$ cat src/rtl/csu_dac_sequencer.sv
// Current-source-unit array controller: power sequencing, code decode, DWA rotation, testbus select.
// Latency: accepted code drives all unit enables one clock later; pdb/state/atb_ena are registered.
// Backpressure: code_ready is high only in ACTIVE with en asserted; codes are dropped otherwise.
module csu_dac_sequencer #(
  parameter int CODE_W        = 11,
  parameter int N_THERM       = 17,
  parameter int SETTLE_CYCLES = 64,
  parameter int DRAIN_CYCLES  = 4,
  parameter int CODE_MAX      = 1151
) (
  input  logic              clk,
  input  logic              rst,
  input  logic              en,
  input  logic              dem_en,
  input  logic              cal_red,
  input  logic [CODE_W-1:0] code,
  input  logic              code_valid,
  output logic              code_ready,
  input  logic [1:0]        atb_sel,
  output logic              pdb,
  output logic [N_THERM-1:0] therm_en,
  output logic [5:0]        bin_en,
  output logic              bin_red_en,
  output logic [1:0]        atb_ena,
  output logic [1:0]        state,
  output logic              sat
);

  localparam int NW      = CODE_W - 6;
  localparam int PW      = (N_THERM > 1) ? $clog2(N_THERM) : 1;
  localparam int CNT_MAX = (SETTLE_CYCLES > DRAIN_CYCLES) ? SETTLE_CYCLES : DRAIN_CYCLES;
  localparam int CNT_W   = $clog2(CNT_MAX + 1);

  typedef enum logic [1:0] {
    ST_OFF    = 2'b00,
    ST_SETTLE = 2'b01,
    ST_ACTIVE = 2'b10,
    ST_DRAIN  = 2'b11
  } state_t;

  state_t             cur;
  logic [CNT_W-1:0]   cnt;
  logic [PW-1:0]      ptr;

  // Decode path signals
  logic [CODE_W-1:0]    code_sat;
  logic                 code_over;
  logic [NW-1:0]        n_units;
  logic [PW-1:0]        ptr_eff;
  logic [N_THERM-1:0]   fill;
  logic [2*N_THERM-1:0] fill_dbl;
  logic [N_THERM-1:0]   therm_nxt;
  logic [PW-1:0]        ptr_nxt;
  int                   ptr_sum;
  logic                 accept;

  assign state      = cur;
  assign code_ready = (cur == ST_ACTIVE) && en;
  assign accept     = code_ready && code_valid;

  // Clamp the code, split into thermometer count and binary remainder, rotate the fill by the pointer
  always_comb begin
    code_over = (code > CODE_W'(CODE_MAX));
    code_sat  = code_over ? CODE_W'(CODE_MAX) : code;
    n_units   = code_sat[CODE_W-1:6];
    ptr_eff   = dem_en ? ptr : '0;
    fill      = '0;
    for (int i = 0; i < N_THERM; i++) begin
      fill[i] = (i < int'(n_units));
    end
    // Rotate left by ptr_eff within N_THERM bits: the bits pushed past the top wrap to the bottom
    fill_dbl  = {{N_THERM{1'b0}}, fill} << ptr_eff;
    therm_nxt = fill_dbl[N_THERM-1:0] | fill_dbl[2*N_THERM-1:N_THERM];
    // Sum never exceeds 2*N_THERM-1, so a single wrap suffices
    ptr_sum   = int'(ptr) + int'(n_units);
    if (ptr_sum >= N_THERM) begin
      ptr_sum = ptr_sum - N_THERM;
    end
    ptr_nxt   = dem_en ? PW'(ptr_sum) : '0;
  end

  // Power sequencing FSM with registered array outputs
  always_ff @(posedge clk or posedge rst) begin
    if (rst) begin
      cur        <= ST_OFF;
      cnt        <= '0;
      ptr        <= '0;
      pdb        <= 1'b0;
      therm_en   <= '0;
      bin_en     <= '0;
      bin_red_en <= 1'b0;
      atb_ena    <= 2'b00;
      sat        <= 1'b0;
    end else begin
      sat <= 1'b0;
      case (cur)
        ST_OFF: begin
          therm_en   <= '0;
          bin_en     <= '0;
          bin_red_en <= 1'b0;
          if (en) begin
            cur     <= ST_SETTLE;
            pdb     <= 1'b1;
            cnt     <= '0;
            atb_ena <= atb_sel;
          end else begin
            pdb     <= 1'b0;
            atb_ena <= 2'b00;
          end
        end
        ST_SETTLE: begin
          atb_ena <= atb_sel;
          if (!en) begin
            // Abort wins over settle completion
            cur <= ST_DRAIN;
            cnt <= '0;
          end else if (cnt == CNT_W'(SETTLE_CYCLES - 1)) begin
            cur <= ST_ACTIVE;
            cnt <= '0;
          end else begin
            cnt <= cnt + 1'b1;
          end
        end
        ST_ACTIVE: begin
          atb_ena <= atb_sel;
          if (!en) begin
            cur        <= ST_DRAIN;
            cnt        <= '0;
            therm_en   <= '0;
            bin_en     <= '0;
            bin_red_en <= 1'b0;
          end else if (accept) begin
            therm_en   <= therm_nxt;
            bin_en     <= code_sat[5:0];
            bin_red_en <= cal_red;
            sat        <= code_over;
            ptr        <= ptr_nxt;
          end
        end
        ST_DRAIN: begin
          therm_en   <= '0;
          bin_en     <= '0;
          bin_red_en <= 1'b0;
          if (cnt == CNT_W'(DRAIN_CYCLES - 1)) begin
            // pdb and testbus drop together on the exit edge
            cur     <= ST_OFF;
            cnt     <= '0;
            pdb     <= 1'b0;
            atb_ena <= 2'b00;
          end else begin
            cnt     <= cnt + 1'b1;
            atb_ena <= atb_sel;
          end
        end
        default: begin
          cur <= ST_OFF;
          pdb <= 1'b0;
        end
      endcase
    end
  end

endmodule

$ cat config.mk
export PLATFORM = sky130hd
export DESIGN_NAME = csu_dac_sequencer
export DESIGN_NICKNAME = d
export VERILOG_FILES = /design/src/rtl/csu_dac_sequencer.sv
export SDC_FILE = /design/constraint.sdc
export NUM_CORES = 1
export LEC_CHECK = 0
export ABC_AREA = 1
export ABC_CLOCK_PERIOD_IN_PS = 1900
export CAP_MARGIN = 20
export CORE_ASPECT_RATIO = 1.2
export CORE_MARGIN = 2
export CORE_UTILIZATION = 30
export DETAILED_ROUTE_END_ITERATION = 10
export SLEW_MARGIN = 25
export SYNTH_ARGS = -nofsm -noshare
export SYNTH_HDL_FRONTEND = slang
export SYNTH_SLANG_ARGS = --single-unit
$ cat constraint.sdc
create_clock -name clk -period 1.9 [get_ports clk]
set_input_delay 0.38 -clock clk [delete_from_list [all_inputs] [get_ports clk]]
set_output_delay 0.38 -clock clk [all_outputs]
set_load 0.01 [all_outputs]
### After elaboration in Yosys (flattened, before gate mapping)

Index checks and enable logic that the tools add are counted.

* bitwise operators: 1
* eq/ne operators: 10
* add/sub/neg operators: 3
* divide/modulo/power cells: 0
* $mul: 0
* reductions and logical operators: 12
* mux-type cells: 34
* magnitude comparators: 19
* shift-type cells: 1

Operators with widths (count)
* $lt 4x5->1 const A: 8
* $mux 7: 5
* $mux 17: 2
* $pmux 17 s2: 1
* $shl 17x5->34: 1
* $pmux 7 s4: 1
* $lt 3x5->1 const A: 4
* $or 17x17->17: 1
* $mux 5: 3
* $mux 2: 7
* $mux 6: 2
* $pmux 6 s2: 1
* $gt 11x11->1 const B: 1
* $mux 11: 1
* $lt 1x5->1 const A: 2
* $lt 2x5->1 const A: 2
* $pmux 2 s4: 1
* $add 7x1->7 const B: 1
* $eq 7x2->1 const B: 1
* $eq 7x6->1 const B: 1
* $mux 1: 7
* $add 5x5->6: 1
* $ge 6x5->1 const B: 1
* $ne 2x2->1 const B: 3
* other kinds (14): 22

* memory bits (writable): 0
* bits of input ports: 19
* memories kept: 0
* word-level logic and storage cells: 89
* latch bits: 0
* bits in read-only memories: 0
* register bits: 42

### Longest topological paths before layout

Gate-level depths: netlist of run 1.

* depth in word-level cells: 8
* depth in mapped cells: 18
* mapped depth without buffers: 18

### Least setup slack after synthesis of run 1

Ideal clock, no wire load.

* kind: input to register
* from: input code[7]
* to: register ptr[2]
* data required time: 1.783 ns
* library setup time: 0.117 ns
* stages: 14
* arrival time: 2.118 ns
* buffers on the path: 0
* slack: -0.335 ns
* cell sequence: nor2_2 nand2_1 nand2_2 nand2_2 ha_1 ha_1 inv_1 ha_1 a21boi_1 nand3b_1 nand2_2 nand3_1 nand3_1 nand2_1

* word-level cells in the longest chain between the ends: 6
* elaborated cells between the ends (all ways): 7
* classes of those cells: add/sub (2); order compare (2); mux (3)

Ends and longest elaborated chain
* from (decl): line 16 `input logic [CODE_W-1:0] code,`
* $gt 11x11->1: line 63 `code_over = (code > CODE_W'(CODE_MAX));`
* $mux 11 *: line 64 `code_sat = code_over ? CODE_W'(CODE_MAX) : code;`
* $add 5x5->6 *: line 75 `ptr_sum = int'(ptr) + int'(n_units);`
* $sub 5x5->5 / $ge 6x5->1 (equally long branches): line 77, 76
* $mux 5 *: line 76 `if (ptr_sum >= N_THERM) begin`
* $mux 5 *: line 79 `ptr_nxt = dem_en ? PW'(ptr_sum) : '0;`
* to (signal assigned): line 137 `ptr <= ptr_nxt;`
* to (decl): line 43 `logic [PW-1:0] ptr;`

Every way passes the cells marked *; elsewhere a longest branch is shown, timed or not.
A chain may end at the register's enable or synchronous reset.

### Worst setup path in the final report of run 1

* from: input code[7]
* to: register ptr[0]

The elaborated chain is that of the path after synthesis.

==> flow_summary.yaml, run 1 <==
die:
  io_pins: 50
  core_area_um2: 11100
  initial_utilization_pct: 30.9
  die_height_um: 121
  dieArea_um2: 12300
  rows: 42
  fp.dieW_um: 102
timing:
  tns_ns: -0.364
  drv_slew: 0
  layout_setup_ws_ns: -0.0891
  slew_headroom_pct: 71.4
  fmax_ghz: 0.503
  finalCritPeriodShare_pct: 105
  fin_crit_ns: 1.99
  worst_pin_slew_ns: 0.428
  hold_violations: 0
  hold_slack_ns: 0.434
  rsz0062_at_grt: "true"
  fin_skew_ns: 0.00633
  setup_viol: 5
synthesis:
  syn_nets: 576
  yosys_most_used_dff: "dfrtp_1"
  synth_edf_count: 0
  yosysSeqAreaShare_pct: 30.7
  netlist_instances: 544
  synthTopCellsByCount: "nand2_1 (197), nand3_1 (103), inv_1 (44), dfrtp_1 (42), nor2_1 (25)"
  yosysMostFrequentCell: "nand2_1"
  synth_area_um2: 3430
  synthArstFlopShare_pct: 100
  ys_ff_latch: 42
  synth_top_area_share_pct: 30.7
  synth_area_leaders: "dfrtp_1 (31%), nand2_1 (22%), nand3_1 (15%), inv_1 (4.8%), ha_1 (4.7%)"
  yosys_warnings: 0
  syn_area_per_cell_um2: 6.30
  synth.distinct_cells: 33
  yosysTopAreaCell: "dfrtp_1"
clock_network:
  path_clk_slew_ns: 0.07
  numClockSinks: 42
  cts_tree: "built"
  clock-root-buffer: "clkbuf_16"
  cts_hold_buf: 0
  clock_latency_ns: 0.29
  numCtsBuffers: 5
  clock_path_buffers: 2
  htreeDepth: 2
worst_setup_path:
  path_class: "in -> reg"
  path_buf_inv: 3
  cp_data_arrival_time_ns: 2.17
  cp_data_required_time_ns: 2.08
  start_kind: "input port"
  worstPathCellList: "buf_8 > nor2_4 > nand2_1 > nand2_2 > inv_2 > nor2_1 > ha_1 > inv_2 > o21ai_4 > o21ai_2 > nand2_2 > nand3b_1 > nand2_2 > nand2_2 > nand2_1 > nand3_1 > nand2_1"
  worst_path_max_delay_cell: "ha_1"
  cp_max_fo: 5
  critPathTopFamily: "simple AND/OR/NAND/NOR gates"
  crit_path_end_kind: "flip-flop"
  crit_path_max_incr_delay_ns: 0.29
  crit_top_cell: "nand2_2"
layout:
  area_delta_synth_final_pct: 46.8
  postLayoutCoreUtil_pct: 45.4
  num_antenna_cells: 0
  layout-drive-gt1-share_pct: 21.8
  fin_nets: 687
drt:
  drt_iter0_markers: 269
  wl_um: 10400
  wl_per_cell_um: 12.9
  viasPerCell: 4.83
  ant_nets: 0
  drc: 0
  drt-pass1-iter-count: 4
  routed-via-count: 3913
power_and_ir_drop:
  leakage_nw: 2.55
  powerDensity_nw_per_um2: 1220
  vdd_ir_drop_max_mv: 0.777
  total_power_mw: 6.14
global_routing:
  grt_pass1_vias: 3680
  grtUsageTotal_pct: 17.2
  grt-ovfl-total: 0
  grt_max_degree: 43
  antenna_found_initial: 0
  grt_pass1_wl_um: 17200
placed_design:
  place_congestion: 0.867
  pre_cts_ws_ns: -0.734
  hpwl_um: 8120
  io_buffers: 49
run_status:
  status: "complete, but fails checks"
  violations: "negative setup slack"
hold_path:
  min_path_type: "in -> async"
flow_run:
  max-cap-violations: 0
-- tightest hold or removal path, delay by kind of cell --
| kind | cells | cell delay [ns] |
|---|---|---|
| buf+inv | 3 | 0.72 |
-- cell usage in the layout, fill, tap and decap left out, types with 2 or more instances in the layout --
master | netlist | routed
a21oi_1 | 15 | 15
buf_12 | 0 | 9
buf_2 | 4 | 2
buf_4 | 1 | 62
buf_6 | 1 | 4
clkbuf_16 | 0 | 5
clkdlybuf4s50_1 | 0 | 42
clkinv_1 | 1 | 2
dfrtp_1 | 42 | 42
dlygate4sd2_1 | 0 | 3
ha_1 | 13 | 9
ha_4 | 0 | 3
inv_1 | 44 | 35
inv_2 | 6 | 12
inv_4 | 0 | 2
nand2_1 | 197 | 187
nand2_2 | 6 | 15
nand3_1 | 103 | 99
nand3_2 | 0 | 4
nand3b_1 | 3 | 3
nand4_1 | 10 | 10
nor2_1 | 25 | 21
nor2_2 | 2 | 5
nor2_4 | 1 | 2
nor3_1 | 4 | 3
o211ai_1 | 5 | 5
o21ai_0 | 18 | 18
o21ai_1 | 11 | 10
o21ai_2 | 2 | 2
o22ai_1 | 5 | 4
xor2_1 | 3 | 3
-- kinds of logic (layout without fill, tap and decap cells) --
logic type | after synthesis | after routing | share of synthesized area, %
and+or+nand+nor | 352 | 352 | 44.4
buffers and inverters | 70 | 182 | 8.14
AOI/OAI and AO/OA | 61 | 61 | 10.3
DFF | 42 | 42 | 30.7
adders and majority gates | 13 | 13 | 4.75
xor gates and xnor gates | 6 | 6 | 1.75
-- where the power goes --
group          switching (mW)  internal, mW  leakage [nW]
combinational            2.15          1.74          1.89
sequential              0.154          1.11         0.572
clock                   0.369         0.623        0.0842
-- flip-flops by register name, indices dropped and copies added, names as in the netlist --
name        cells
atb_ena         2
bin_en          6
bin_red_en      1
cnt             7
pdb             1
ptr             5
sat             1
state           2
therm_en       17
-- per-stage QoR --
step / std cells / instance area [µm²]
detailed placement: 790 / 4670
CTS: 803 / 4900
finish: 810 / 5030
global placement: 790 / 4670
floorplan: 544 / 3490
global route: 810 / 5030
-- cell type report --
class	count	area (µm²)
Multi-Input combinational cell	432	2260
Tap cell	154	193
Timing Repair Buffer	123	1160
Inverter	51	196
Sequential cell	42	1050
Clock inverter	3	43.8
Clock buffer	5	125
Fill cell	1168	6060
-- final timing paths --
| kind | startpoint | depth (start not counted) | to | slack, ns |
|---|---|---|---|---|
| max | code[7] | 17 | ptr[0] | -0.09 |
| min | rst | 3 | bin_en[0] | 0.43 |
| max reg2reg | ptr[1] | 17 | ptr[0] | -0.03 |
| min reg2reg | therm_en[16] | 2 | therm_en[16] | 0.48 |
| max in group asynchronous | rst | 3 | therm_en[15] | 1.25 |
| min in group clk | therm_en[16] | 2 | therm_en[16] | 0.48 |
-- metal layers --
layer	track usage [%]	vias up	part of all wire [%]	wire length, µm
met2	29.7	82	50	5210
met3	2.07	16	3.2	332
met4	5.49	0	2.1	215
met5	0	-	0	0
met1	22.0	1802	45	4650
li1	-	2013	-	-
-- timing repair --
item | CTS | global route
gates resized for setup | 29 | 28
endpoints found under the setup margin | 23 | 22
pin swaps | 11 | 25
buffers inserted | 5 | 7
Note: power is estimated with default switching activity, not from simulation.
==> run 2, diff against run 1 <==
--- a/config.mk
+++ b/config.mk
@@ -6,12 +6,13 @@
 export NUM_CORES = 1
 export LEC_CHECK = 0
 export ABC_AREA = 1
-export ABC_CLOCK_PERIOD_IN_PS = 1900
+export ABC_CLOCK_PERIOD_IN_PS = 2200
 export CAP_MARGIN = 20
 export CORE_ASPECT_RATIO = 1.2
 export CORE_MARGIN = 2
-export CORE_UTILIZATION = 30
+export CORE_UTILIZATION = 50
 export DETAILED_ROUTE_END_ITERATION = 10
+export PLACE_DENSITY = 0.74
 export SLEW_MARGIN = 25
 export SYNTH_ARGS = -nofsm -noshare
 export SYNTH_HDL_FRONTEND = slang
==> constraint.sdc (replaced) <==
create_clock -name clk -period 2.2 [get_ports clk]
set_input_delay 0.44 -clock clk [delete_from_list [all_inputs] [get_ports clk]]
set_output_delay 0.44 -clock clk [all_outputs]
set_load 0.01 [all_outputs]
==> run 2 against run 1 <==
Net effect:
- the run now ends clean
- sequential share of layout area grew 1.8 points
- power shrank 24%
- clock power shrank 47%
- worst hold slack gained 0.052 ns
- largest cell class unchanged
- critical path depth shrank 1
- critical path type unchanged
- first-iteration DRC count grew 12%
- clock skew grew 0.0022 ns
- register-to-register slack gained 0.09 ns
- die area shrank 39%
- final cell count shrank 9.5%
- critical endpoint is now ptr[3]
- count of clock-buffer cells in the layout is the same
==> flow_summary.yaml, run 2 (synthesis gave the netlist of run 1 again) <==
run_status:
  status: "finished, final reports clean"
timing:
  fmax_ghz: 0.463
  finalCritPeriodShare_pct: 98.1
  tns_ns: 0
  slew_headroom_pct: 66.0
  worst_pin_slew_ns: 0.511
  setup_viol: 0
  fin_crit_ns: 2.16
  fin_skew_ns: 0.00849
  hold_violations: 0
  drv_slew: 0
placed_design:
  place_congestion: 0.935
  io_buffers: 49
  place_area_um2: 4400
  hpwl_um: 7460
layout:
  largestRegisters: "therm_en (17), cnt (7), bin_en (6)"
  layout_common_cells: "nand2_1 (194), nand3_1 (100), buf_4 (62)"
  layout-drive-gt1-share_pct: 17.6
  num_antenna_cells: 0
  top_register: "therm_en"
  area_delta_synth_final_pct: 34.9
  design_area_um2: 4620
  mostFrequentLayoutCell: "nand2_1"
  fin_nets: 677
  largest_reg_flops: 17
drt:
  wl_um: 9700
  drc: 0
  ant_nets: 0
  viasPerCell: 5.37
  wl_per_cell_um: 13.2
  drt-pass1-iter-count: 5
  routed-via-count: 3939
  drt_iter0_markers: 302
clock_network:
  clock_path_buffers: 2
  path_clk_slew_ns: 0.09
  cts_tree: "built"
  htreeDepth: 2
  cts_hold_buf: 0
  clock_latency_ns: 0.30
  clock-root-buffer: "clkbuf_8"
  numClockSinks: 42
  numCtsBuffers: 5
die:
  fp.dieW_um: 79.6
  initial_utilization_pct: 50.9
  core_area_um2: 6730
  die_height_um: 94.7
  dieArea_um2: 7530
  rows: 33
  io_pins: 50
global_routing:
  grt_pass1_vias: 3534
  antenna_found_initial: 0
  grt_max_degree: 43
  grt-ovfl-total: 0
  grt_pass1_wl_um: 16000
  grtUsageTotal_pct: 26.7
power_and_ir_drop:
  leakage_nw: 2.43
  vdd_ir_drop_max_mv: 0.740
  powerDensity_nw_per_um2: 1010
hold_path:
  min_path_type: "reg -> reg"
  hold_path.startpoint: "bin_en[2]"
  hold_path_depth: 2
  hold_path_end: "bin_en[2]"
worst_setup_path:
  reg2reg_from: "ptr[1]"
  cp_data_arrival_time_ns: 2.40
  cp_max_fo: 5
  cp_data_required_time_ns: 2.45
  ff2ff_setup_slack_ns: 0.06
  rr_worst_depth: 13
  path_class: "in -> reg"
  r2r_end: "ptr[3]"
  crit_path_end_kind: "flip-flop"
  start_kind: "input port"
flow_run:
  max-cap-violations: 0
[run 2: worst max path at each step]
stage | end | slack [ns] | cells after the start | start
final | ptr[3] | 0.04 | 16 | code[9]
after global routing | ptr[3] | -0.08 | 18 | code[9]
after CTS | ptr[2] | 0.01 | 16 | code[8]
after detailed placement | ptr[2] | -0.60 | 16 | code[7]
after global placement | ptr[3] | -0.48 | 16 | code[7]
after floorplan | ptr[3] | 0.005 | 15 | code[7]
[run 2: layout make-up]
cell class	instances	area, µm²
well taps	87	109
fillers	607	2110
multi-input cells	432	2190
flip-flops and latches	42	1050
repair buffers	113	986
inverters	51	191
clock inverters	3	23.8
clock buffers	5	68.8
[run 2: what timing repair did]
action | in CTS | in global routing
gates resized for setup | 11 | 24
pin swaps | 2 | 11
buffers inserted | 4 | 3
setup endpoints to repair | 8 | 6
[run 2: stage by stage]
stage                     instances  total power [mW]  util (%)  worst slack [ns]  hold WS (ns)
after global routing            733              5.12      68.7           -0.0768         0.515
after global placement          718              3.85      65.4            -0.480         0.462
after CTS                       730              4.50      67.4            0.0149         0.488
after detailed placement        718              3.92      65.4            -0.597         0.465
final                           733              4.68      68.7            0.0418         0.487
after floorplan                 544              2.86         -           0.00457         0.477
[run 2: metal layers]
layer,GRT usage (%),wire [µm],vias to the layer above
met5,0,0,-
met4,10.2,245,0
met3,3.92,511,19
met2,46.4,4750,117
met1,33.5,4190,1810
li1,-,-,1993
[run 2: worst max-delay path: stages]
cell,delay [ns]
clkdlybuf4s15_1,0.19
inv_2,0.06
nand2_1,0.05
nand2_2,0.10
nand2_2,0.08
ha_4,0.17
ha_4,0.26
inv_2,0.04
buf_4,0.13
ha_1,0.18
nand3b_1,0.20
nand2_2,0.17
nand2_4,0.09
nand2_1,0.08
nand3_1,0.08
nand2_1,0.08
[run 2: power breakdown]
part	switching, mW	internal (mW)	total (mW)	leakage [nW]
clock	0.294	0.227	0.521	0.0408
sequential	0.145	0.956	1.10	0.572
combinational	1.78	1.29	3.06	1.82
total	2.21	2.47	4.68	2.43
==> run 3, diff against run 2 <==
--- a/config.mk
+++ b/config.mk
@@ -5,13 +5,14 @@
 export SDC_FILE = /design/constraint.sdc
 export NUM_CORES = 1
 export LEC_CHECK = 0
-export ABC_AREA = 1
+export ABC_AREA = 0
 export ABC_CLOCK_PERIOD_IN_PS = 2200
 export CAP_MARGIN = 20
 export CORE_ASPECT_RATIO = 1.2
 export CORE_MARGIN = 2
 export CORE_UTILIZATION = 50
 export DETAILED_ROUTE_END_ITERATION = 10
+export GPL_TIMING_DRIVEN = 0
 export PLACE_DENSITY = 0.74
 export SLEW_MARGIN = 25
 export SYNTH_ARGS = -nofsm -noshare
==> run 3 against run 2 <==
Net effect:
- the flow now finishes with violations (negative setup slack)
- fmax down 19%
- combinational power up 10%
- synthesized cell count fell by 16%
- global-route usage rose by 4.8 points
- design area up 6.2%
- final cell count decreased by 15%
- sequential power about the same
- register-to-register slack got worse by 0.33 ns
- highest routed layer unchanged
==> flow_summary.yaml, run 3 <==
global_routing:
  grtUsageTotal_pct: 31.5
  grt_max_degree: 33
  grt-ovfl-total: 0
  grt_pass1_vias: 3968
  grt_pass1_wl_um: 19000
  antenna_found_initial: 0
synthesis:
  ys_ff_latch: 42
  synthArstFlopShare_pct: 100
  synth_top_area_share_pct: 29.8
  synth_edf_count: 0
  yosysTopAreaCell: "dfrtp_1"
  yosys_warnings: 0
  synth.distinct_cells: 69
  synth_area_leaders: "dfrtp_1 (30%), o21ai_0 (6.0%), nand2_1 (5.3%), ha_1 (4.6%), nor2_1 (3.7%)"
  netlist_instances: 456
  yosys_most_used_dff: "dfrtp_1"
  yosysMostFrequentCell: "nand2_1"
  synthTopCellsByCount: "nand2_1 (50), dfrtp_1 (42), o21ai_0 (42), nor2_1 (35), a21oi_1 (22)"
  synth_area_um2: 3520
  syn_nets: 488
  syn_area_per_cell_um2: 7.73
  yosysSeqAreaShare_pct: 29.8
layout:
  num_antenna_cells: 0
  largestRegisters: "therm_en (17), cnt (7), bin_en (6)"
  layout_common_cells: "nand2_1 (46), clkdlybuf4s50_1 (41), dfrtp_1 (40)"
  area_delta_synth_final_pct: 39.3
  mostFrequentLayoutCell: "nand2_1"
  nFillCells: 551
  fin_nets: 568
  design_area_um2: 4910
  top_register: "therm_en"
  layout-drive-gt1-share_pct: 27.4
  largest_reg_flops: 17
run_status:
  violations: "negative setup slack"
  status: "complete, but fails checks"
timing:
  worst_pin_slew_ns: 0.584
  fmax_ghz: 0.374
  fin_skew_ns: 0.00687
  fin_crit_ns: 2.67
  finalCritPeriodShare_pct: 122
  layout_setup_ws_ns: -0.474
  setup_viol: 9
  slew_headroom_pct: 60.8
  drv_slew: 0
  hold_violations: 0
  rsz0062_at_grt: "true"
die:
  fp.dieW_um: 80.6
  initial_utilization_pct: 51.7
  rows: 33
  core_area_um2: 6810
  dieArea_um2: 7740
  io_pins: 50
  die_height_um: 96.0
power_and_ir_drop:
  total_power_mw: 5.11
  vdd_ir_drop_max_mv: 0.688
  powerDensity_nw_per_um2: 1040
  leakage_nw: 2.04
clock_network:
  htreeDepth: 2
  numClockSinks: 42
  path_clk_slew_ns: 0.09
  clock-root-buffer: "clkbuf_8"
  numCtsBuffers: 5
  clock_path_buffers: 2
  clock_latency_ns: 0.30
  cts_hold_buf: 0
  cts_tree: "built"
placed_design:
  place_congestion: 0.978
  hpwl_um: 8480
  place_area_um2: 4180
  io_buffers: 47
worst_setup_path:
  worstPathCellList: "buf_6 > buf_8 > buf_6 > o31a_1 > or2_4 > ha_4 > ha_4 > and2_4 > a211o_1 > and3b_2 > a21boi_4 > nor3_2 > o41ai_2"
  crit_path_end_kind: "flip-flop"
  crit_path_max_incr_delay_ns: 0.32
  cp_data_arrival_time_ns: 2.86
  startpoint: "code[7]"
  cp_data_required_time_ns: 2.39
  start_kind: "input port"
  path_class: "in -> reg"
  worst_path_max_delay_cell: "o41ai_2"
  cp_max_fo: 6
  reg2reg_from: "ptr[1]"
drt:
  viasPerCell: 6.55
  wl_per_cell_um: 19.7
  drt-pass1-iter-count: 5
  routed-via-count: 4087
  wl_um: 12300
  ant_nets: 0
  drt_iter0_markers: 278
  drc: 0
hold_path:
  min_path_type: "in -> async"
flow_run:
  max-cap-violations: 0
run 3: final cells by class:
class                   instances  area [µm²]  area share [%]
multi-input cells             360        2640            53.8
flip-flops and latches         42        1050            21.5
repair buffers                 77         706            14.4
plain buffers                  34         228            4.64
well taps                      87         109            2.22
clock buffers                   6        72.6            1.48
inverters                      16        62.6            1.27
clock inverters                 2        37.5           0.765
run 3: critical path, delay by kind of cell:
family / cells / cell delay, ns
buffers and inverters: 3 / 0.31
adders and majority gates: 2 / 0.34
AOI/OAI and AO/OA: 4 / 1.09
and+or+nand+nor: 4 / 0.68
run 3: what timing repair did:
action,CTS,global route
pin swaps,20,26
buffers inserted,17,12
gates resized for setup,70,72
setup endpoints to repair,30,30
hold endpoints to repair,0,0
cloned,0,0
run 3: power breakdown:
part           switching [mW]  total [mW]  internal (mW)
Combinational            1.91        3.37           1.46
Sequential              0.151        1.12          0.967
Clock                   0.281       0.620          0.339
Total                    2.34        5.11           2.76
run 3: per-layer routing:
layer	global-route usage, %	routed length [µm]
met5	0	0
met4	11.7	304
met2	53.4	5960
met3	4.22	920
met1	40.9	5090
run 3: logic make-up after synthesis:
logic type	after synthesis	synth area share (%)
multiplexers	4	1.14
flip-flops	42	29.8
XOR/XNOR	2	0.497
adder cells (fa/ha/maj)	14	4.90
AO/OA/AOI/OAI	167	32.9
buffers and inverters	54	6.57
AND/OR/NAND/NOR	173	24.1
run 3: path summary, 6_finish.rpt:
kind                                to  slack [ns]  depth (start not counted)
max                             ptr[0]       -0.47                         13
min                        therm_en[1]        0.39                          2
max reg2reg                     ptr[0]       -0.27                          9
min reg2reg                  bin_en[3]        0.48                          2
max in group asynchronous       ptr[1]        1.35                          3
min in group clk             bin_en[3]        0.48                          2
run 3: through the flow:
stage,hold slack [ns],TNS [ns],utilization [%],worst slack [ns],std cells
floorplan,0.459,-2.35,-,-0.545,456
global placement,0.449,-20.54,61.0,-1.44,590
detailed placement,0.460,-17.92,61.3,-1.50,591
CTS,0.391,-2.01,67.3,-0.430,613
global route,0.410,-3.05,72.1,-0.512,624
finish,0.393,-2.09,72.1,-0.474,624
